==> src/rtl/fetch_ctrl_pkg.sv <==
// fetch_ctrl_pkg: types and constants shared by the instruction-fetch controller.
//   fetch_state_t    - main fetch FSM states
//   pf_state_t       - prefetch tracker states (FETCH_SKID_EN builds only)
//   PC_RESET_DEFAULT - default reset PC
//   pc_next()        - sequential next-instruction PC
package fetch_ctrl_pkg;

  typedef enum logic [2:0] {
    IDLE,
    ADDR,
    DATA,
    HOLD,
    DISCARD
  } fetch_state_t;

  typedef enum logic [1:0] {
    PF_NONE,
    PF_ADDR,
    PF_DATA
  } pf_state_t;

  localparam logic [63:0] PC_RESET_DEFAULT = 64'h0000_0000_8000_0000;

  function automatic logic [63:0] pc_next(input logic [63:0] pc);
    return pc + 64'd4;
  endfunction

endpackage

==> src/rtl/fetch_ctrl_if.sv <==
// fetch_ctrl_if: instruction-bus handshake between the fetch controller and memory.
//   ireq_valid/ireq_addr         - request, held until iresp_addr_ok
//   iresp_addr_ok                - address accepted this cycle
//   iresp_data_ok/iresp_data     - instruction word returned this cycle
// master = fetch controller, slave = bus/memory side.
interface fetch_ctrl_if;
  logic        ireq_valid;
  logic [63:0] ireq_addr;
  logic        iresp_addr_ok;
  logic        iresp_data_ok;
  logic [31:0] iresp_data;

  modport master (
    output ireq_valid, ireq_addr,
    input  iresp_addr_ok, iresp_data_ok, iresp_data
  );

  modport slave (
    input  ireq_valid, ireq_addr,
    output iresp_addr_ok, iresp_data_ok, iresp_data
  );
endinterface

==> src/rtl/fetch_skid_buf.sv <==
// fetch_skid_buf: one-entry buffer holding a prefetched instruction and its PC.
//   clk, reset (async, active low)
//   push_i/instr_i/pc_i - load an entry
//   pop_i               - consume the entry
//   flush_i             - drop the entry (wins over push/pop)
//   valid_o/instr_o/pc_o - current entry
module fetch_skid_buf (
  input  logic        clk,
  input  logic        reset,
  input  logic        push_i,
  input  logic        pop_i,
  input  logic        flush_i,
  input  logic [31:0] instr_i,
  input  logic [63:0] pc_i,
  output logic        valid_o,
  output logic [31:0] instr_o,
  output logic [63:0] pc_o
);
  logic        valid_q;
  logic [31:0] instr_q;
  logic [63:0] pc_q;

  always_ff @(posedge clk or negedge reset) begin
    if (!reset) begin
      valid_q <= 1'b0;
      instr_q <= '0;
      pc_q    <= '0;
    end else if (flush_i) begin
      valid_q <= 1'b0;
    end else if (push_i) begin
      valid_q <= 1'b1;
      instr_q <= instr_i;
      pc_q    <= pc_i;
    end else if (pop_i) begin
      valid_q <= 1'b0;
    end
  end

  assign valid_o = valid_q;
  assign instr_o = instr_q;
  assign pc_o    = pc_q;
endmodule

==> src/rtl/fetch_ctrl.sv <==
// fetch_ctrl: single-issue instruction fetch controller.
//   clk, reset (async, active low)
//   ibus            - instruction bus (fetch_ctrl_if.master)
//   redirect_valid/redirect_pc - branch/exception redirect, highest priority
//   stall           - downstream cannot accept
//   out_valid/out_instr/out_pc - fetched instruction slot
// Misaligned PCs are not fetched; they are presented with out_instr=0 so the
// fetch stage raises the exception.
// Macro FETCH_SKID_EN: while stalled in HOLD, prefetch pc+4 into a one-entry
// skid buffer (fetch_skid_buf) so the next slot follows without a bus wait.
module fetch_ctrl
  import fetch_ctrl_pkg::*;
#(
  parameter logic [63:0] PC_RESET = PC_RESET_DEFAULT
) (
  input  logic         clk,
  input  logic         reset,
  fetch_ctrl_if.master ibus,
  input  logic         redirect_valid,
  input  logic [63:0]  redirect_pc,
  input  logic         stall,
  output logic         out_valid,
  output logic [31:0]  out_instr,
  output logic [63:0]  out_pc
);
  fetch_state_t state_q;
  logic [63:0]  pc_q, ireq_addr_q, out_pc_q;
  logic [31:0]  out_instr_q;
  logic         ireq_valid_q, out_valid_q;
  logic         kill_q;    // redirect seen in ADDR; response of the old request must be dropped

  logic         xfer, launch_ok;
  logic [63:0]  seq_pc, nxt_pc, launch_pc;

  // prefetch view used by HOLD; all zero when prefetch is compiled out
  logic         sb_valid, pf_data, pf_wait_addr, pf_wait_data, pf_issue, pf_addr_acc;
  logic [31:0]  sb_instr;
  logic [63:0]  sb_pc;

  assign xfer      = out_valid_q & ~stall;
  assign seq_pc    = pc_next(out_pc_q);
  assign nxt_pc    = redirect_valid ? redirect_pc : pc_q;
  // where a new request goes: sequential after a transfer, otherwise the (redirect) pc
  assign launch_pc = (state_q == HOLD && !redirect_valid) ? seq_pc : nxt_pc;
  assign launch_ok = (launch_pc[1:0] == 2'b00);

`ifdef FETCH_SKID_EN
  pf_state_t pf_q;
  logic      sb_push, sb_pop, sb_flush;

  assign pf_data      = ibus.iresp_data_ok &
                        (((pf_q == PF_ADDR) & ibus.iresp_addr_ok) | (pf_q == PF_DATA));
  assign pf_addr_acc  = (pf_q == PF_ADDR) & ibus.iresp_addr_ok;
  assign pf_wait_addr = (pf_q == PF_ADDR) & ~ibus.iresp_addr_ok;
  assign pf_wait_data = (pf_q != PF_NONE) & ~pf_wait_addr & ~ibus.iresp_data_ok;
  assign pf_issue     = (pf_q == PF_NONE) & stall & ~sb_valid & (seq_pc[1:0] == 2'b00);
  assign sb_push      = (state_q == HOLD) & ~redirect_valid & ~xfer & pf_data;
  assign sb_pop       = (state_q == HOLD) & ~redirect_valid & xfer;
  assign sb_flush     = redirect_valid;

  // Prefetch lives only inside HOLD; leaving HOLD hands any in-flight
  // request to the main FSM (ADDR/DATA on transfer, ADDR/DISCARD on redirect).
  always_ff @(posedge clk or negedge reset) begin
    if (!reset) pf_q <= PF_NONE;
    else if (state_q != HOLD || redirect_valid || xfer) pf_q <= PF_NONE;
    else begin
      case (pf_q)
        PF_NONE: if (pf_issue) pf_q <= PF_ADDR;
        PF_ADDR: if (ibus.iresp_addr_ok) pf_q <= ibus.iresp_data_ok ? PF_NONE : PF_DATA;
        PF_DATA: if (ibus.iresp_data_ok) pf_q <= PF_NONE;
        default: pf_q <= PF_NONE;
      endcase
    end
  end

  fetch_skid_buf u_skid (
    .clk     (clk),
    .reset   (reset),
    .push_i  (sb_push),
    .pop_i   (sb_pop),
    .flush_i (sb_flush),
    .instr_i (ibus.iresp_data),
    .pc_i    (seq_pc),
    .valid_o (sb_valid),
    .instr_o (sb_instr),
    .pc_o    (sb_pc)
  );
`else
  assign sb_valid     = 1'b0;
  assign sb_instr     = '0;
  assign sb_pc        = '0;
  assign pf_data      = 1'b0;
  assign pf_addr_acc  = 1'b0;
  assign pf_wait_addr = 1'b0;
  assign pf_wait_data = 1'b0;
  assign pf_issue     = 1'b0;
`endif

  always_ff @(posedge clk or negedge reset) begin
    if (!reset) begin
      state_q      <= IDLE;
      pc_q         <= PC_RESET;
      kill_q       <= 1'b0;
      ireq_valid_q <= 1'b0;
      ireq_addr_q  <= '0;
      out_valid_q  <= 1'b0;
      out_instr_q  <= '0;
      out_pc_q     <= '0;
    end else begin
      if (redirect_valid) begin
        pc_q        <= redirect_pc;
        out_valid_q <= 1'b0;
      end
      case (state_q)
        IDLE: begin
          if (!redirect_valid && !launch_ok) begin
            // misaligned: present a dummy slot carrying the faulting pc
            out_valid_q <= 1'b1;
            out_instr_q <= '0;
            out_pc_q    <= pc_q;
            state_q     <= HOLD;
          end else begin
            state_q      <= launch_ok ? ADDR : IDLE;
            ireq_valid_q <= launch_ok;
            ireq_addr_q  <= launch_pc;
          end
        end
        ADDR: begin
          // data_ok without addr_ok belongs to no request of ours: ignored
          if (ibus.iresp_addr_ok) begin
            ireq_valid_q <= 1'b0;
            kill_q       <= 1'b0;
            if (redirect_valid || kill_q) begin
              if (ibus.iresp_data_ok) begin
                state_q      <= launch_ok ? ADDR : IDLE;
                ireq_valid_q <= launch_ok;
                ireq_addr_q  <= launch_pc;
              end else begin
                state_q <= DISCARD;
              end
            end else if (ibus.iresp_data_ok) begin
              out_valid_q <= 1'b1;
              out_instr_q <= ibus.iresp_data;
              out_pc_q    <= pc_q;
              state_q     <= HOLD;
            end else begin
              state_q <= DATA;
            end
          end else if (redirect_valid) begin
            kill_q <= 1'b1;  // request stays on the bus unchanged
          end
        end
        DATA: begin
          if (redirect_valid) begin
            if (ibus.iresp_data_ok) begin
              state_q      <= launch_ok ? ADDR : IDLE;
              ireq_valid_q <= launch_ok;
              ireq_addr_q  <= launch_pc;
            end else begin
              state_q <= DISCARD;
            end
          end else if (ibus.iresp_data_ok) begin
            out_valid_q <= 1'b1;
            out_instr_q <= ibus.iresp_data;
            out_pc_q    <= pc_q;
            state_q     <= HOLD;
          end
        end
        HOLD: begin
          if (redirect_valid) begin
            if (pf_wait_addr) begin
              state_q <= ADDR;
              kill_q  <= 1'b1;
            end else if (pf_wait_data) begin
              ireq_valid_q <= 1'b0;
              state_q      <= DISCARD;
            end else begin
              state_q      <= launch_ok ? ADDR : IDLE;
              ireq_valid_q <= launch_ok;
              ireq_addr_q  <= launch_pc;
            end
          end else if (xfer) begin
            pc_q        <= seq_pc;
            out_valid_q <= 1'b0;
            if (sb_valid) begin
              out_valid_q <= 1'b1;
              out_instr_q <= sb_instr;
              out_pc_q    <= sb_pc;
            end else if (pf_data) begin
              ireq_valid_q <= 1'b0;
              out_valid_q  <= 1'b1;
              out_instr_q  <= ibus.iresp_data;
              out_pc_q     <= seq_pc;
            end else if (pf_wait_addr) begin
              state_q <= ADDR;
            end else if (pf_wait_data) begin
              ireq_valid_q <= 1'b0;
              state_q      <= DATA;
            end else begin
              // chain straight into the next request, no idle bubble
              state_q      <= launch_ok ? ADDR : IDLE;
              ireq_valid_q <= launch_ok;
              ireq_addr_q  <= launch_pc;
            end
          end else if (pf_issue) begin
            ireq_valid_q <= 1'b1;
            ireq_addr_q  <= seq_pc;
          end else if (pf_addr_acc) begin
            ireq_valid_q <= 1'b0;
          end
        end
        DISCARD: begin
          // the dropped response frees the bus; a redirect here only moves pc
          if (ibus.iresp_data_ok) begin
            state_q      <= launch_ok ? ADDR : IDLE;
            ireq_valid_q <= launch_ok;
            ireq_addr_q  <= launch_pc;
          end
        end
        default: state_q <= IDLE;
      endcase
    end
  end

  assign ibus.ireq_valid = ireq_valid_q;
  assign ibus.ireq_addr  = ireq_addr_q;
  assign out_valid       = out_valid_q;
  assign out_instr       = out_instr_q;
  assign out_pc          = out_pc_q;
endmodule
==> src/flat_wrapper.sv <==
// flat-port wrapper written by rule: the top's interface ports become plain ports
module fetch_ctrl_flat import fetch_ctrl_pkg::*;
#(
  parameter logic [63:0] PC_RESET = PC_RESET_DEFAULT
)
  (clk, reset, redirect_valid, redirect_pc, stall, out_valid, out_instr, out_pc, ibus_ireq_valid, ibus_ireq_addr, ibus_iresp_addr_ok, ibus_iresp_data_ok, ibus_iresp_data);
  fetch_ctrl_if ibus_i ();
  input  logic clk;
  input  logic reset;
  input  logic redirect_valid;
  input  logic [63:0] redirect_pc;
  input  logic stall;
  output logic out_valid;
  output logic [31:0] out_instr;
  output logic [63:0] out_pc;
  output wire logic [$bits(ibus_i.ireq_valid)-1:0] ibus_ireq_valid;
  output wire logic [$bits(ibus_i.ireq_addr)-1:0] ibus_ireq_addr;
  input wire logic [$bits(ibus_i.iresp_addr_ok)-1:0] ibus_iresp_addr_ok;
  input wire logic [$bits(ibus_i.iresp_data_ok)-1:0] ibus_iresp_data_ok;
  input wire logic [$bits(ibus_i.iresp_data)-1:0] ibus_iresp_data;
  assign ibus_ireq_valid = ibus_i.ireq_valid;
  assign ibus_ireq_addr = ibus_i.ireq_addr;
  assign ibus_i.iresp_addr_ok = ibus_iresp_addr_ok;
  assign ibus_i.iresp_data_ok = ibus_iresp_data_ok;
  assign ibus_i.iresp_data = ibus_iresp_data;
  fetch_ctrl #(.PC_RESET(PC_RESET)) u_core (.clk(clk), .reset(reset), .ibus(ibus_i), .redirect_valid(redirect_valid), .redirect_pc(redirect_pc), .stall(stall), .out_valid(out_valid), .out_instr(out_instr), .out_pc(out_pc));
endmodule
==> config.mk <==
export PLATFORM = sky130hd
export DESIGN_NAME = fetch_ctrl_flat
export DESIGN_NICKNAME = d
export VERILOG_FILES = /design/src/rtl/fetch_ctrl_pkg.sv /design/src/rtl/fetch_ctrl_if.sv /design/src/rtl/fetch_skid_buf.sv /design/src/rtl/fetch_ctrl.sv /design/src/flat_wrapper.sv
export SDC_FILE = /design/constraint.sdc
export NUM_CORES = 1
export LEC_CHECK = 0
export ABC_CLOCK_PERIOD_IN_PS = 2870
export CORE_ASPECT_RATIO = 0.6
export CORE_MARGIN = 2
export CORE_UTILIZATION = 35
export DETAILED_ROUTE_END_ITERATION = 10
export GPL_ROUTABILITY_DRIVEN = 1
export PLACE_DENSITY_LB_ADDON = 0.05
export SYNTH_ARGS = -nofsm -noshare
export SYNTH_HDL_FRONTEND = slang
export SYNTH_SLANG_ARGS = --single-unit
==> constraint.sdc <==
create_clock -name clk -period 2.87 [get_ports clk]
set_input_delay 0.574 -clock clk [delete_from_list [all_inputs] [get_ports clk]]
set_output_delay 0.574 -clock clk [all_outputs]
set_load 0.03 [all_outputs]
Word-level counts from Yosys, hierarchy flattened
Index checks and enable logic that the tools add are counted.

Flip-flop bits (word level): 230. Input bits: 102. Output and inout bits: 162. Logic and storage cells: 97.

$add $sub $neg: 1. Equal/unequal tests: 14. Muxes and demuxes: 57. Bitwise gates (word level): 2. Reductions and logical operators: 15.

Operators by type and width (count): 2-to-1 mux 64 bit (17); case mux 64 bit (5 select lines) (1); case mux 64 bit (3 select lines) (1); 2-to-1 mux 32 bit (5); case mux 32 bit (3 select lines) (1); adder 64 x 3 -> 64 bit (second input constant) (1); 2-to-1 mux 3 bit (9); 2-to-1 mux 1 bit (20); case mux 3 bit (5 select lines) (1); != test 2 bit (second input constant) (6); AND reduction 5 bit (2); == test 3 x 2 -> 1 bit (second input constant) (2); AND reduction 6 bit (1); case mux 1 bit (5 select lines) (1); nonzero test 5 bit (1); != test 2 x 1 -> 1 bit (second input constant) (2); case mux 1 bit (4 select lines) (1); AND reduction 4 bit (1); == test 3 x 1 -> 1 bit (second input constant) (1); == test 3 bit (second input constant) (1); logical NOT 3 bit (1); != test 3 x 2 -> 1 bit (second input constant) (1); != test 3 bit (second input constant) (1); nonzero test 3 bit (1); 8 further kinds (10).

Logic depth before layout (Yosys ltp)
Gate-level depths: netlist of run 1.

Depth after elaboration: 9. Depth in mapped cells: 10. Depth with buffers taken out: 6.

Worst setup path before layout of run 1
OpenSTA, ideal clock, no wires.

Kind: register -> register. Start point: reg u_core.out_pc_q[2] (netlist: u_core.out_pc[2]). End point: reg u_core.ireq_addr_q[58] (netlist: u_core.ibus.ireq_addr[58]). Setup time: 0.087 ns. Arrival time: 2.720 ns. Data required time: 2.783 ns. Slack: 0.063 ns. Stages on the path, launching flop included: 9. Buffers on the path: 2. Clock period less this slack: 2.807 ns. Path through: dfrtp_1 ha_1 nand4_1 or4_1 clkbuf_1 or3_1 clkbuf_1 or4_1 o211ai_1.

Longest elaborated chain between the ends: 6. Elaborated cells on any way between the ends: 10. Classes of those cells: add/sub: 1; mux: 9.

Ends and longest elaborated chain: start: declaration (RTL line fetch_ctrl.sv:27) `logic [63:0] pc_q, ireq_addr_q, out_pc_q;`; start signal: assignment (RTL line fetch_ctrl.sv:120) `out_pc_q <= pc_q;`; start signal: assignment (RTL line fetch_ctrl.sv:144) `out_pc_q <= pc_q;`; start signal: assignment (RTL line fetch_ctrl.sv:165) `out_pc_q <= pc_q;`; adder 64 x 3 -> 64 bit (*) (RTL line fetch_ctrl_pkg.sv:25) `return pc + 64'd4;`; 2-to-1 mux 64 bit (*) (RTL line fetch_ctrl.sv:44) `assign launch_pc = (state_q == HOLD && !redirect_valid) ? seq_pc : nxt_pc;`; 2-to-1 mux 64 bit (RTL line fetch_ctrl.sv:134, fetch_ctrl.sv:155, fetch_ctrl.sv:214); 2-to-1 mux 64 bit (RTL line fetch_ctrl.sv:133) `if (redirect_valid || kill_q) begin`; 2-to-1 mux 64 bit (RTL line fetch_ctrl.sv:130) `if (ibus.iresp_addr_ok) begin`; case mux 64 bit (5 select lines) (*) (RTL line fetch_ctrl.sv:114) `case (state_q)`; end signal: assignment (RTL line fetch_ctrl.sv:137) `ireq_addr_q <= launch_pc;`; end signal: assignment (RTL line fetch_ctrl.sv:158) `ireq_addr_q <= launch_pc;`; end signal: assignment (RTL line fetch_ctrl.sv:217) `ireq_addr_q <= launch_pc;`; end: declaration (RTL line fetch_ctrl.sv:27).

Every way passes the cells marked *; elsewhere a longest branch is shown, timed or not. The select of a mux whose other input is x is not followed. A chain may end at the register's enable or synchronous reset.

Worst setup path after layout of run 1
Start point: reg u_core.out_pc_q[13] (netlist: u_core.out_pc[13]). End point: reg u_core.ireq_addr_q[59] (netlist: u_core.ibus.ireq_addr[59]).

Same word-level chain as after synthesis.

==> reports/qor.yml, run 1 <==
io_pins: 264
clock_sinks: 230
yosys-top-cells-area: "dfrtp_1 (49%), mux2_2 (8.3%), nand2_1 (4.8%), mux2i_1 (4.8%), nor2_1 (2.6%)"
synth_edf_count: 0
nFillCells: 3136
hpwl_mm: 26.7
syn_nets: 1286
clock.fmax_ghz: 0.386
r2r_start: "u_core.out_pc[13]$_DFFE_PN0P_"
required_ns: 3.32
yosysMostFrequentCell: "dfrtp_1"
die_h_um: 146
clk_pin_slew_ns: 0.07
cp-startpoint: "u_core.out_pc[13]$_DFFE_PN0P_"
power_switching_share_pct: 43.4
p_comb_share_pct: 52.5
synthXorXnorAreaFrac_pct: 3.22
cpMostUsedCell: "or4_4"
synth_mux_area_share_pct: 13.1
via_count: 9975
worst_setup_path_start_kind: "flop"
reg2reg_slack_ns: 0.28
drt_iter0_drc: 711
final_nets: 1544
path_max_fanout: 19
synth_ff_type: "dfrtp_1"
cp.arrival_ns: 3.04
worstMarginPinSlew_ns: 0.657
grt_pass1_vias: 9833
synth_area_per_cell_um2: 9.89
dpl_worst_slack_ns: 0.151
drt_pass1_iterations: 5
area_delta_synth_final_pct: 37.1
reg2reg_to: "u_core.ibus.ireq_addr[59]$_DFFE_PN0P_"
cts_resized: 0
period_share_pct: 90.2
ant_nets: 0
p_leak_nw: 6.64
avgViaCountPerCell: 5.23
finClkSkew_ns: 0.0130
path_cells: "nand4_2, or4_4, or4_4, or4b_1, o211ai_1"
status: "complete, no violations"
yosysTopAreaCell: "dfrtp_1"
multi_input_area_um2: 5590
final-hold-violation-count: 0
endpoint: "u_core.ibus.ireq_addr[59]$_DFFE_PN0P_"
cp-end-kind: "flop"
grt_start_max_net_pins: 64
synthesis.area_um2: 11700
antenna_found_initial: 0
internal_power_mw: 10.8
rr_worst_depth: 5
grt.total_usage_pct: 22.0
io_buffers: 263
diodes: 0
fp-row-count: 51
initial_core_util_pct: 35.8
layout-drive-gt1-share_pct: 14.0
synth_top_family_by_area: "simple AND/OR/NAND/NOR gates"
tns_ns: 0
synthAdderAreaFrac_pct: 0.107
power_density_nw_per_um2: 1190
gp_congestion: 0.818
synth_top_cell_area_share_pct: 49.0
yosys_register_bits: 230
insertion_delay_ns: 0.54
syn_inst: 1183
maxCapViolCount: 0
max_slew_margin_pct: 56.2
worstHoldStart: "redirect_valid"
synth_async_sr_flop_share_pct: 100
root_buffer: "clkbuf_16"
min_period_ns: 2.59
cts_setup_buffers: 0
final_core_util_pct: 49.1
fin_ws_ns: 0.280
finalMaxSlewViolations: 0
min_delay_path_depth: 3
cp_slowest_cell: "or4_4"
grt-ovfl-total: 0
numCtsBuffers: 25
register_area_um2: 5760
core_um2: 32700
p_clk_share_pct: 17.6
yosysSeqAreaShare_pct: 49.2
h-tree-depth: 1
die_area_um2: 35000
slowest_delay_ns: 0.69
yosys_warnings: 0
setup_viol: 0
drt_wl_total_mm: 38.5
cts_tree: "done"
synth_common_cells: "dfrtp_1 (229), nand2_1 (151), mux2_2 (86)"
grt_pass1_wl_mm: 60.5
synthSimpleGateAreaFrac_pct: 19.1
p_seq_share_pct: 29.9
remaining_drc_errors: 0
die_w_um: 240
worstHoldPathType: "input pin to flop"
wl_per_cell_um: 20.2
criticalPathCategory: "flop to flop"
cts_buffer_depth: 3
peakVddDrop_uv: 645
rsz0062_at_grt: "no"
netSwitchingPower_mw: 8.31
synth.distinct_cells: 62
synth_compound_area_share_pct: 12.0
[how the worst min path moves through the flow]
stage | endpoint | slack, ns
2_1_floorplan | u_core.ibus.ireq_addr[0]$_DFFE_PN0P_ | 0.28
5_1_grt | u_core.kill_q$_DFFE_PN0P_ | 0.47
3_5_place_dp | u_core.ibus.ireq_addr[7]$_DFFE_PN0P_ | 0.47
4_1_cts | u_core.kill_q$_DFFE_PN0P_ | 0.44
6_report | u_core.kill_q$_DFFE_PN0P_ | 0.47
3_3_place_gp | u_core.ibus.ireq_addr[7]$_DFFE_PN0P_ | 0.46
[through the flow]
step | area (µm²) | power [mW] | hold WS, ns | cells
floorplan | 11700 | 11.5 | 0.278 | 1183
global placement | 15200 | 15.8 | 0.461 | 1863
detailed placement | 15200 | 15.8 | 0.465 | 1863
CTS | 16000 | 19.3 | 0.440 | 1909
global route | 16000 | 20.3 | 0.469 | 1909
finish | 16000 | 19.2 | 0.469 | 1909
[state kept, by name, indices dropped and copies added (netlist names)]
signal,cells
u_core.kill_q,1
u_core.out_valid,1
u_core.ibus.ireq_addr,64
u_core.pc_q,64
u_core.ibus.ireq_valid,1
u_core.out_pc,64
u_core.state_q,3
u_core.out_instr,32
[logic make-up (layout without fill, tap and decap cells)]
| family | after synthesis | in the layout |
|---|---|---|
| and+or+nand+nor | 449 | 449 |
| adders and majority gates | 1 | 1 |
| DFF | 230 | 230 |
| AOI/OAI and AO/OA | 217 | 217 |
| xor gates and xnor gates | 43 | 43 |
| buffers and inverters | 101 | 377 |
| muxes | 142 | 142 |
[area by class of cell]
cell class / count / area share (%)
clock inverters: 14 / 0.905
inverters: 9 / 0.211
repair buffers: 323 / 20.3
multi-input cells: 852 / 34.9
flip-flops and latches: 230 / 35.9
well taps: 450 / 3.51
clock buffers: 31 / 4.35
[critical path: cells and delay by family, from the launching register on]
kind,cells,cell delay [ns]
AOI/OAI and AO/OA,1,0.10
DFF,1,0.42
and+or+nand+nor,4,1.97
[power groups by stage]
stage / clock network (mW) / registers, mW / logic [mW]
2_1_floorplan: 0 / 7.53 / 3.93
3_3_place_gp: 0 / 5.75 / 10.0
3_5_place_dp: 0 / 5.75 / 10.1
4_1_cts: 3.48 / 5.72 / 10.2
5_1_grt: 3.61 / 5.91 / 10.8
6_report: 3.38 / 5.72 / 10.1
[cell usage in the layout (no fill, tap or decap), types with 8 or more instances in the layout]
cell type,netlist,layout
clkdlybuf4s50_1,0,261
dfrtp_1,229,229
nand2_1,151,151
mux2_2,86,86
nor2_1,82,81
o21ai_0,59,59
mux2i_1,56,56
a21oi_1,49,48
buf_4,0,47
nor3_1,40,40
xnor2_1,35,35
nand3_1,33,33
clkbuf_16,0,25
nor4_1,24,24
o211ai_1,23,23
nand4_1,20,20
or3_1,18,18
and2_1,17,17
a211oi_1,16,16
a21o_1,13,13
buf_12,0,13
and3_1,12,12
nor2b_1,12,12
and4_1,11,11
o221ai_1,11,11
clkinv_2,0,11
inv_1,9,9
o31ai_1,9,9
xor2_1,8,8
[timing repair]
| action | CTS | global route |
|---|---|---|
| endpoints found under the setup margin | 0 | 0 |
| hold buffers | 1 | 0 |
| hold endpoints to repair | 2 | 0 |
[metal layers]
metal  vias up  routed length, µm  part of all wire, %  global-route usage (%)
li1       4785                  -                    -                       -
met1      4938              19700                   51                    34.6
met2       223              16500                   43                    32.1
met3        29               1790                  4.6                    3.28
met4         0                503                  1.3                    3.32
met5         -                  0                    0                       0
(Power assumes the default switching activity.)
==> inputs of run 2 (changes only) <==
--- a/config.mk
+++ b/config.mk
@@ -6,12 +6,13 @@
 export NUM_CORES = 1
 export LEC_CHECK = 0
 export ABC_CLOCK_PERIOD_IN_PS = 2870
-export CORE_ASPECT_RATIO = 0.6
+export CORE_ASPECT_RATIO = 1.5
 export CORE_MARGIN = 2
 export CORE_UTILIZATION = 35
 export DETAILED_ROUTE_END_ITERATION = 10
 export GPL_ROUTABILITY_DRIVEN = 1
 export PLACE_DENSITY_LB_ADDON = 0.05
+export SKIP_LAST_GASP = 1
 export SYNTH_ARGS = -nofsm -noshare
 export SYNTH_HDL_FRONTEND = slang
 export SYNTH_SLANG_ARGS = --single-unit
==> run 2 against run 1 <==
Against the previous run: non-clock buffer count is 1 lower; sequential power about the same; sequential share of layout area increased by 0.26 points; clock skew grew 0.019 ns; final cell count decreased by 1.6%; routed wire length down 2.7%; largest power group unchanged; cell area decreased by 0.72%.
==> reports/qor.yml, run 2 (synthesized netlist as in run 1, its figures left out) <==
grt_pass1_vias: 10100  # +3.1%
criticalPathCategory: "flop to flop"
period_share_pct: 94.2  # +4.0 points
die_w_um: 153  # -36%
placed_area_um2: 15100  # -0.63%
grt-ovfl-total: 0  # unchanged
layout-drive-gt1-share_pct: 13.8  # -0.14 points
via_count: 9941  # -0.34%
most-common-layout-cells: "clkdlybuf4s50_1 (261), dfrtp_1 (229), nand2_1 (151)"
fp-row-count: 82  # +61%
worstHoldStart: "redirect_valid"
r2r_start: "u_core.out_pc[2]$_DFFE_PN0P_"
worst_setup_path_start_kind: "flop"
remaining_drc_errors: 0  # unchanged
hpwl_mm: 25.7  # -3.7%
clk_pin_slew_ns: 0.07  # about the same
area_delta_synth_final_pct: 36.1
cpMostUsedCell: "or4_1"
io_pins: 264  # unchanged
worstHoldPathType: "input pin to flop"
wl_per_cell_um: 19.9  # -1.2%
status: "complete, no violations"
io_buffers: 263  # unchanged
p_leak_nw: 6.62  # -0.31%
slowest_delay_ns: 0.75  # +0.06 ns
tns_ns: 0  # unchanged
cp.arrival_ns: 3.16  # +0.12 ns
cp_slowest_cell: "or4_1"
grt_start_max_net_pins: 86  # +34%
path_delay_family: "simple AND/OR/NAND/NOR gates"
cp_num_buf_inv: 0  # unchanged
avgViaCountPerCell: 5.29  # +1.3%
setup_viol: 0  # unchanged
max_slew_margin_pct: 59.8  # +3.6 points
maxCapViolCount: 0  # unchanged
min_period_ns: 2.70  # +0.114 ns
grt.total_usage_pct: 21.1  # -0.90 points
drt_pass1_iterations: 4  # -1
reg2reg_slack_ns: 0.17  # -0.11 ns
antenna_found_initial: 1  # +1
min_delay_path_depth: 3  # unchanged
holdPathEnd: "u_core.kill_q$_DFFE_PN0P_"
nFillCells: 3198  # +2.0%
core_um2: 33100  # +1.4%
clock_sinks: 230  # unchanged
numCtsBuffers: 25  # unchanged
reg2reg_to: "u_core.ibus.ireq_addr[58]$_DFFE_PN0P_"
final_area_um2: 15900  # -0.72%
cts_buffer_depth: 3  # unchanged
gp_congestion: 0.795  # -2.9%
path_max_fanout: 9  # -10
required_ns: 3.33  # about the same
initial_core_util_pct: 35.3  # -0.51 points
finClkSkew_ns: 0.0318  # +0.0187 ns
rsz0062_at_grt: "no"
grt_pass1_wl_mm: 59.0  # -2.4%
finalPower_mw: 18.8  # -1.7%
worstMarginPinSlew_ns: 0.603  # -0.0535 ns
diodes: 0  # unchanged
root_buffer: "clkbuf_16"
rr_worst_depth: 6  # +1
cts_tree: "done"
drt_wl_total_mm: 37.5  # -2.7%
h-tree-depth: 1  # unchanged
power_density_nw_per_um2: 1180  # -1.0%
cts_setup_buffers: 0  # unchanged
insertion_delay_ns: 0.56  # +0.02 ns
finalMaxSlewViolations: 0  # unchanged
hold_slack_ns: 0.423  # -0.0458 ns
path_cells: "ha_1, nand4_1, or4_1, or3_1, or4_1, o211ai_1"
cp-end-kind: "flop"
clock.fmax_ghz: 0.370  # -4.2%
layout_commonest_cell: "clkdlybuf4s50_1"
final_nets: 1543  # -0.065%
final-hold-violation-count: 0  # unchanged
drt_iter0_drc: 386  # -46%
layout.cells.non_filler: 1879  # -1.6%
dp_cells: 1832  # -1.7%
die_area_um2: 34900  # about the same
peakVddDrop_uv: 566  # -12%
die_h_um: 228  # +57%
ant_nets: 0  # unchanged
==> run 2: worst max path at each step <==
stage | startpoint | to | slack (ns) | cells after the start
4_1_cts | u_core.out_pc[3]$_DFFE_PN0P_ | u_core.pc_q[62]$_DFF_PN0_ | 0.07 | 7
3_5_place_dp | stall | u_core.ibus.ireq_addr[49]$_DFFE_PN0P_ | -0.02 | 7
5_1_grt | u_core.out_pc[3]$_DFFE_PN0P_ | u_core.ibus.ireq_addr[58]$_DFFE_PN0P_ | 0.04 | 6
2_1_floorplan | u_core.out_pc[2]$_DFFE_PN0P_ | u_core.ibus.ireq_addr[58]$_DFFE_PN0P_ | 0.06 | 8
3_3_place_gp | stall | u_core.ibus.ireq_addr[54]$_DFFE_PN0P_ | 0.02 | 7
6_report | u_core.out_pc[2]$_DFFE_PN0P_ | u_core.ibus.ireq_addr[58]$_DFFE_PN0P_ | 0.17 | 6
==> run 2: stage by stage <==
stage,setup slack (ns),utilization [%]
6_report,0.166,48.0
5_1_grt,0.0404,48.0
4_1_cts,0.0683,48.0
3_5_place_dp,-0.0180,45.5
3_3_place_gp,0.0196,45.5
2_1_floorplan,0.0629,-
==> run 2: repair_timing <==
action / in CTS / in global routing
gates resized for setup: 0 / 1
setup endpoints to repair: 0 / 3
endpoints found under the hold margin: 37 / 0
hold buffers: 1 / 0
==> run 2: tightest hold or removal path, cell delays in order <==
cell and delay [ns]:
buf_4 0.16, a21oi_1 0.14, a21oi_1 0.05
==> run 2: where the power goes <==
group	switching, mW	total, mW	leakage [nW]	internal, mW
clock network	1.42	3.28	0.415	1.85
registers	1.22	5.73	2.79	4.51
logic	5.53	9.82	3.41	4.28
total	8.18	18.8	6.62	10.6
==> run 2: routing by layer <==
layer / global-route usage (%) / wire length [µm]
met5: 0 / 12
met4: 6.11 / 855
met3: 3.46 / 1870
met2: 36.7 / 18700
met1: 26.9 / 16000
==> run 2: cell type report <==
cell class	instances	area (µm²)	area share, %
sequential	230	5760	36.2
multi-input combinational	852	5600	35.2
timing repair buffer	322	3190	20.1
clock buffer	34	719	4.52
tap	420	526	3.30
clock inverter	12	95.1	0.597
inverter	9	33.8	0.212
==> inputs of run 3 (changes only) <==
--- a/config.mk
+++ b/config.mk
@@ -11,8 +11,10 @@
 export CORE_UTILIZATION = 35
 export DETAILED_ROUTE_END_ITERATION = 10
 export GPL_ROUTABILITY_DRIVEN = 1
+export MAX_ROUTING_LAYER = met4
 export PLACE_DENSITY_LB_ADDON = 0.05
 export SKIP_LAST_GASP = 1
 export SYNTH_ARGS = -nofsm -noshare
 export SYNTH_HDL_FRONTEND = slang
+export SYNTH_HIERARCHICAL = 1
 export SYNTH_SLANG_ARGS = --single-unit
==> run 3 against run 2 <==
Against the previous run: synthesized area decreased by 2.9%; maximum frequency hardly changed; hold slack got worse by 0.44 ns; the run now ends with negative hold slack left; total power grew 0.12%; largest cell class unchanged; cell area shrank 1.5%; setup slack got worse by 0.0018 ns; clock skew fell by 0.017 ns; critical path depth did not move; critical path type unchanged; register-to-register slack about the same.
==> reports/qor.yml, run 3 <==
worst_setup_path_start_kind: "flop"
period_share_pct: 94.3  # about the same
status: "finished, violations left"
drt_wl_total_mm: 36.6  # -2.2%
wl_per_cell_um: 19.6  # -1.5%
die_area_um2: 34000  # -2.8%
cpMostUsedCell: "or4_4"
drt_iter0_drc: 385  # -0.26%
layout-drive-gt1-share_pct: 15.0  # +1.2 points
finClkSkew_ns: 0.0149  # -0.0169 ns
cts_setup_buffers: 0  # unchanged
most-common-layout-cells: "clkdlybuf4s50_1 (261), dfrtp_1 (229), nand2_1 (145)"
criticalPathCategory: "flop to flop"
io_pins: 264  # unchanged
layout_commonest_cell: "clkdlybuf4s50_1"
synth_ff_type: "dfrtp_1"
p_leak_nw: 6.63  # about the same
initial_core_util_pct: 35.6  # +0.28 points
slowest_delay_ns: 0.59  # -0.16 ns
setup_viol: 0  # unchanged
hold_slack_ns: -0.0171  # -0.440 ns
tns_ns: 0  # unchanged
min_period_ns: 2.71  # +0.00183 ns
yosysSeqAreaShare_pct: 50.7  # +1.5 points
drt_pass1_iterations: 4  # unchanged
final_nets: 1538  # -0.32%
fp-row-count: 80  # -2.4%
cts_hold_buf: 0  # -1
synth_common_cells: "dfrtp_1 (229), nand2_1 (145), nor2_1 (122)"
synth.distinct_cells: 53  # -15%
cp.arrival_ns: 3.14  # -0.02 ns
yosys-top-cells-area: "dfrtp_1 (50%), mux2_2 (10%), mux2i_1 (5.1%), a21oi_1 (4.9%), nand2_1 (4.8%)"
worstMarginPinSlew_ns: 0.773  # +0.170 ns
yosys_register_bits: 230  # unchanged
die_w_um: 151  # -1.4%
synthesis.area_um2: 11400  # -2.9%
grt-ovfl-total: 0  # unchanged
max_slew_margin_pct: 48.0  # -12 points
synth_area_per_cell_um2: 9.82  # -0.70%
rsz0062_at_grt: "no"
area_delta_synth_final_pct: 38.0
path_max_fanout: 5  # -4
syn_inst: 1157  # -2.2%
clock.fmax_ghz: 0.370  # about the same
gp_congestion: 0.841  # +5.7%
numCtsBuffers: 25  # unchanged
clock_sinks: 230  # unchanged
hpwl_mm: 25.6  # -0.63%
clk_pin_slew_ns: 0.06  # about the same
avgViaCountPerCell: 5.10  # -3.7%
violations: "negative hold slack"
finalMaxSlewViolations: 0  # unchanged
final-hold-violation-count: 9  # +9
cts_buffer_depth: 3  # unchanged
insertion_delay_ns: 0.53  # -0.03 ns
synth_top_cell_area_share_pct: 50.4  # +1.5 points
cts_tree: "done"
grt_pass1_wl_mm: 56.3  # -4.5%
maxCapViolCount: 0  # unchanged
cp-end-kind: "flop"
cp_slowest_cell: "or4_4"
antenna_found_initial: 2  # +1
synth_async_sr_flop_share_pct: 100  # unchanged
ant_nets: 0  # unchanged
required_ns: 3.31  # -0.02 ns
syn_nets: 1260  # -2.0%
peakVddDrop_uv: 688  # +21%
h-tree-depth: 1  # unchanged
grt_pass1_vias: 9718  # -4.1%
grt_start_max_net_pins: 67  # -22%
path_cells: "nand4_1, or4_1, or4_4, or4_4, and3_1, o31ai_2"
grt.total_usage_pct: 22.1  # +1.0 points
die_h_um: 225  # -1.4%
remaining_drc_errors: 0  # unchanged
power_density_nw_per_um2: 1200  # +1.7%
synth_edf_count: 0  # unchanged
io_buffers: 263  # unchanged
worstHoldPathType: "input pin to asynchronous set/reset pin"
root_buffer: "clkbuf_16"
via_count: 9503  # -4.4%
yosysMostFrequentCell: "dfrtp_1"
yosysTopAreaCell: "dfrtp_1"
core_um2: 31900  # -3.6%
yosys_warnings: 6  # +6
final_core_util_pct: 49.1  # +1.1 points
[run 3: cell count changes in the layout (fill, tap and decap cells not counted), moves of 15 or more]
cell	delta
a21oi_1	+64
or3_1	-17
a211oi_1	-15
nor2_1	+40
mux2_2	+17
inv_1	+36
xor2_1	+20
o211ai_1	-22
nor3_1	-27
[run 3: cell families (layout without fill, tap and decap cells)]
logic type	after synthesis	count (layout)	share of synthesized area [%]
buf+inv	114	410	3.81
fa+ha+maj	1	1	0.110
mux	161	161	15.3
flops	230	230	50.7
compound gates	205	205	10.2
other cells	0	2	0
simple gates	388	388	15.4
xor+xnor	58	58	4.47
[run 3: timing repair]
action / CTS / global route
endpoints found under the hold margin: 0 / 0
endpoints found under the setup margin: 0 / 2
resized for setup: 0 / 2
[run 3: report_power, final]
| group | total [mW] | internal (mW) | switching [mW] |
|---|---|---|---|
| combinational | 9.76 | 4.18 | 5.58 |
| clock | 3.34 | 1.99 | 1.35 |
| sequential | 5.75 | 4.55 | 1.20 |
[run 3: critical path, delay by kind of cell, from the launching register on]
kind	cells	cell delay (ns)
and+or+nand+nor	5	1.98
AOI/OAI and AO/OA	1	0.20
DFF	1	0.43
[run 3: layer usage]
| metal | track usage, % | vias to the layer above | share of wire (%) |
|---|---|---|---|
| li1 | - | 4571 | - |
| met1 | 25.9 | 4648 | 41 |
| met2 | 39.4 | 251 | 52 |
| met3 | 3.77 | 33 | 5.5 |
| met4 | 5.03 | 0 | 1.7 |
| met5 | - | - | 0 |
[run 3: worst paths after layout]
path,depth (start not counted),slack (ns),to,start
min in group clk,3,0.43,u_core/kill_q$_DFFE_PN0P_,redirect_valid
setup / recovery,6,0.16,u_core/ibus.ireq_addr[62]$_DFFE_PN0P_,u_core/out_pc[43]$_DFFE_PN0P_
setup reg to reg,6,0.16,u_core/ibus.ireq_addr[62]$_DFFE_PN0P_,u_core/out_pc[43]$_DFFE_PN0P_
max in group asynchronous,2,2.09,u_core/pc_q[31]$_DFF_PN1_,reset
hold / removal,1,-0.02,u_core/out_instr[20]$_DFFE_PN0P_,reset
hold reg to reg,2,0.47,u_core/ibus.ireq_addr[22]$_DFFE_PN0P_,u_core/ibus.ireq_addr[22]$_DFFE_PN0P_
[run 3: per-stage QoR]
step	total power [mW]	instance area [µm²]	instances	worst slack (ns)	hold WS [ns]
after CTS	19.1	15700	1863	0.155	0.00194
after global placement	15.6	14800	1818	0.0741	0.457
final	18.8	15700	1865	0.164	-0.0171
after detailed placement	15.7	14800	1818	0.0131	0.462
after global routing	20.0	15700	1865	0.0191	0.0259
after floorplan	11.4	11400	1157	0.0939	0.278
[run 3: area by class of cell]
type,instances,area [µm²]
Timing Repair Buffer,320,3160
Clock inverter,6,83.8
Sequential cell,230,5760
Fill cell,3050,16300
Antenna cell,2,5.00
Clock buffer,39,758
Inverter,45,169
Multi-Input combinational cell,813,5230
Tap cell,410,513
==> RTL edit (config.mk and constraints of run 1) <==
Add a define of `FETCH_SKID_EN`.
--- a/src/rtl/fetch_ctrl.sv
+++ b/src/rtl/fetch_ctrl.sv
@@ -10,2 +10,4 @@
 // skid buffer (fetch_skid_buf) so the next slot follows without a bus wait.
+`define FETCH_SKID_EN
+
 module fetch_ctrl
Check against the original RTL: not settled (the Yosys comparison gave no result); the edit may change what the design does.
==> RTL edit against run 1 <==
Worst setup slack worse by 0.22 ns; design area is 48% higher; core utilization is 1.3 points lower; wire length is 88% higher; largest power group unchanged; critical path type unchanged; maximum frequency is 7.9% lower; combinational power is 45% higher; total power is 39% higher; die area is 51% higher; sequential cell count is 99 higher; synthesized area is 52% higher.
==> RTL edit: results (changes against run 1) <==
| Result | Reported | Delta |
|---|---|---|
| Status | complete, no violations | unchanged |
| Complex-gate fraction of the synthesized area | 19.2% | was 12.0% |
| Mux cell area share after synthesis | 9.66% | was 13.1% |
| Number of iterations in the first detailed-routing pass | 6 | was 5 |
| Worst endpoint data arrival time | 3.28 ns | was 3.04 ns |
| First-pass GRT wire length | 108 mm | was 60.5 mm |
| Worst Setup SP | u_core.out_pc[3]$_DFFE_PN0P_ | was u_core.out_pc[13]$_DFFE_PN0P_ |
| Slew of the pin with the lowest slew margin | 0.731 ns | was 0.657 ns |
| Count of clock-net buffers in the final layout | 53 | was 31 |
| Leading post-synthesis cells by instance count | 328 x dfrtp_1, 213 x nor2_1, 191 x nand2_1, 144 x a21oi_1, 143 x o21ai_0 | was 229 x dfrtp_1, 151 x nand2_1, 86 x mux2_2, 82 x nor2_1, 77 x clkbuf_1 |
| Count of nets after finishing | 2386 | was 1544 |
| Adder-cell area share of the yosys netlist | 0.0704% | was 0.107% |
| Standard cell area after detailed placement | 22600 um2 | was 15200 um2 |
| Hold EP | u_core.out_valid$_DFF_PN0_ | was u_core.kill_q$_DFFE_PN0P_ |
| Final Routed Wirelength | 72.6 mm | was 38.5 mm |
| Number of post-CTS setup repair buffers | 2 | was 0 |
| # resized after CTS | 2 | was 0 |
| Proportion of cell area occupied by registers | 34.6% | was 35.9% |
| Final clock skew | 0.0324 ns | was 0.0130 ns |
| Cell Int Power | 14.6 mW | was 10.8 mW |
| Power of the combinational group | 14.6 mW | was 10.1 mW |
| Number of instances in the synthesized netlist | 1940 | was 1183 |
| PnR worst setup slack | 0.0589 ns | was 0.280 ns |
| Main area contributors after synthesis | dfrtp_1 46%, mux2i_1 5.9%, nor2_1 4.5% | was dfrtp_1 49%, mux2_2 8.3%, nand2_1 4.8% |
| Clock buffer count from CTS | 36 | was 25 |
| H-tree lvl count | 2 | was 1 |
| Footprint of the flip-flops and latches | 8240 um2 | was 5760 um2 |
| Die Span X | 295 um | was 240 um |
| GPL Wtd Cong | 0.901 | was 0.818 |
| Number of design-rule violations left by the first detailed-router iteration | 1872 | was 711 |
| Count of multi-input gates | 1434 | was 852 |
| Pin count of the biggest net entering global routing | 84 | was 64 |
| Maximum VDD drop | 579 uV | was 645 uV |
| Inverters | 14 | was 9 |
| Leakage | 10.3 nW | was 6.64 nW |
| Net count of the mapped netlist | 2043 | was 1286 |
| Final HPWL DP | 51.2 mm | was 26.7 mm |
| Count of cell types in the netlist | 77 | was 62 |
| Proportion of cell area occupied by multi-input gates | 37.8% | was 34.9% |
| Drt via density | 5.74 | was 5.23 |
| Largest fanout on the critical path | 8 | was 19 |
==> RTL edit: cell count changes after synthesis, moves of 26 or more <==
cell | before | now
nor2_1 | 82 | 213
a221oi_1 | 1 | 42
o22ai_1 | 2 | 34
clkbuf_1 | 77 | 138
dfrtp_1 | 229 | 328
nand2_1 | 151 | 191
a31oi_1 | 3 | 31
o21ai_0 | 59 | 143
mux2i_1 | 56 | 104
mux2_2 | 86 | 60
a21oi_1 | 49 | 144
==> RTL edit: critical path, cell delays in order (launching register included) <==
cell     delay (ns)
dfrtp_2        0.40
and4_1         0.29
or4b_1         0.60
buf_4          0.26
nor4_1         0.39
xor2_1         0.39
buf_4          0.20
mux2i_1        0.06
o22ai_1        0.16
==> RTL edit: routing by layer <==
| layer | GRT usage, % | share of wire [%] | vias up |
|---|---|---|---|
| li1 | - | - | 7773 |
| met1 | 42.1 | 49 | 8575 |
| met2 | 39.2 | 42 | 725 |
| met3 | 5.07 | 7.5 | 95 |
| met4 | 5.25 | 1.5 | 0 |
| met5 | 0 | 0 | - |
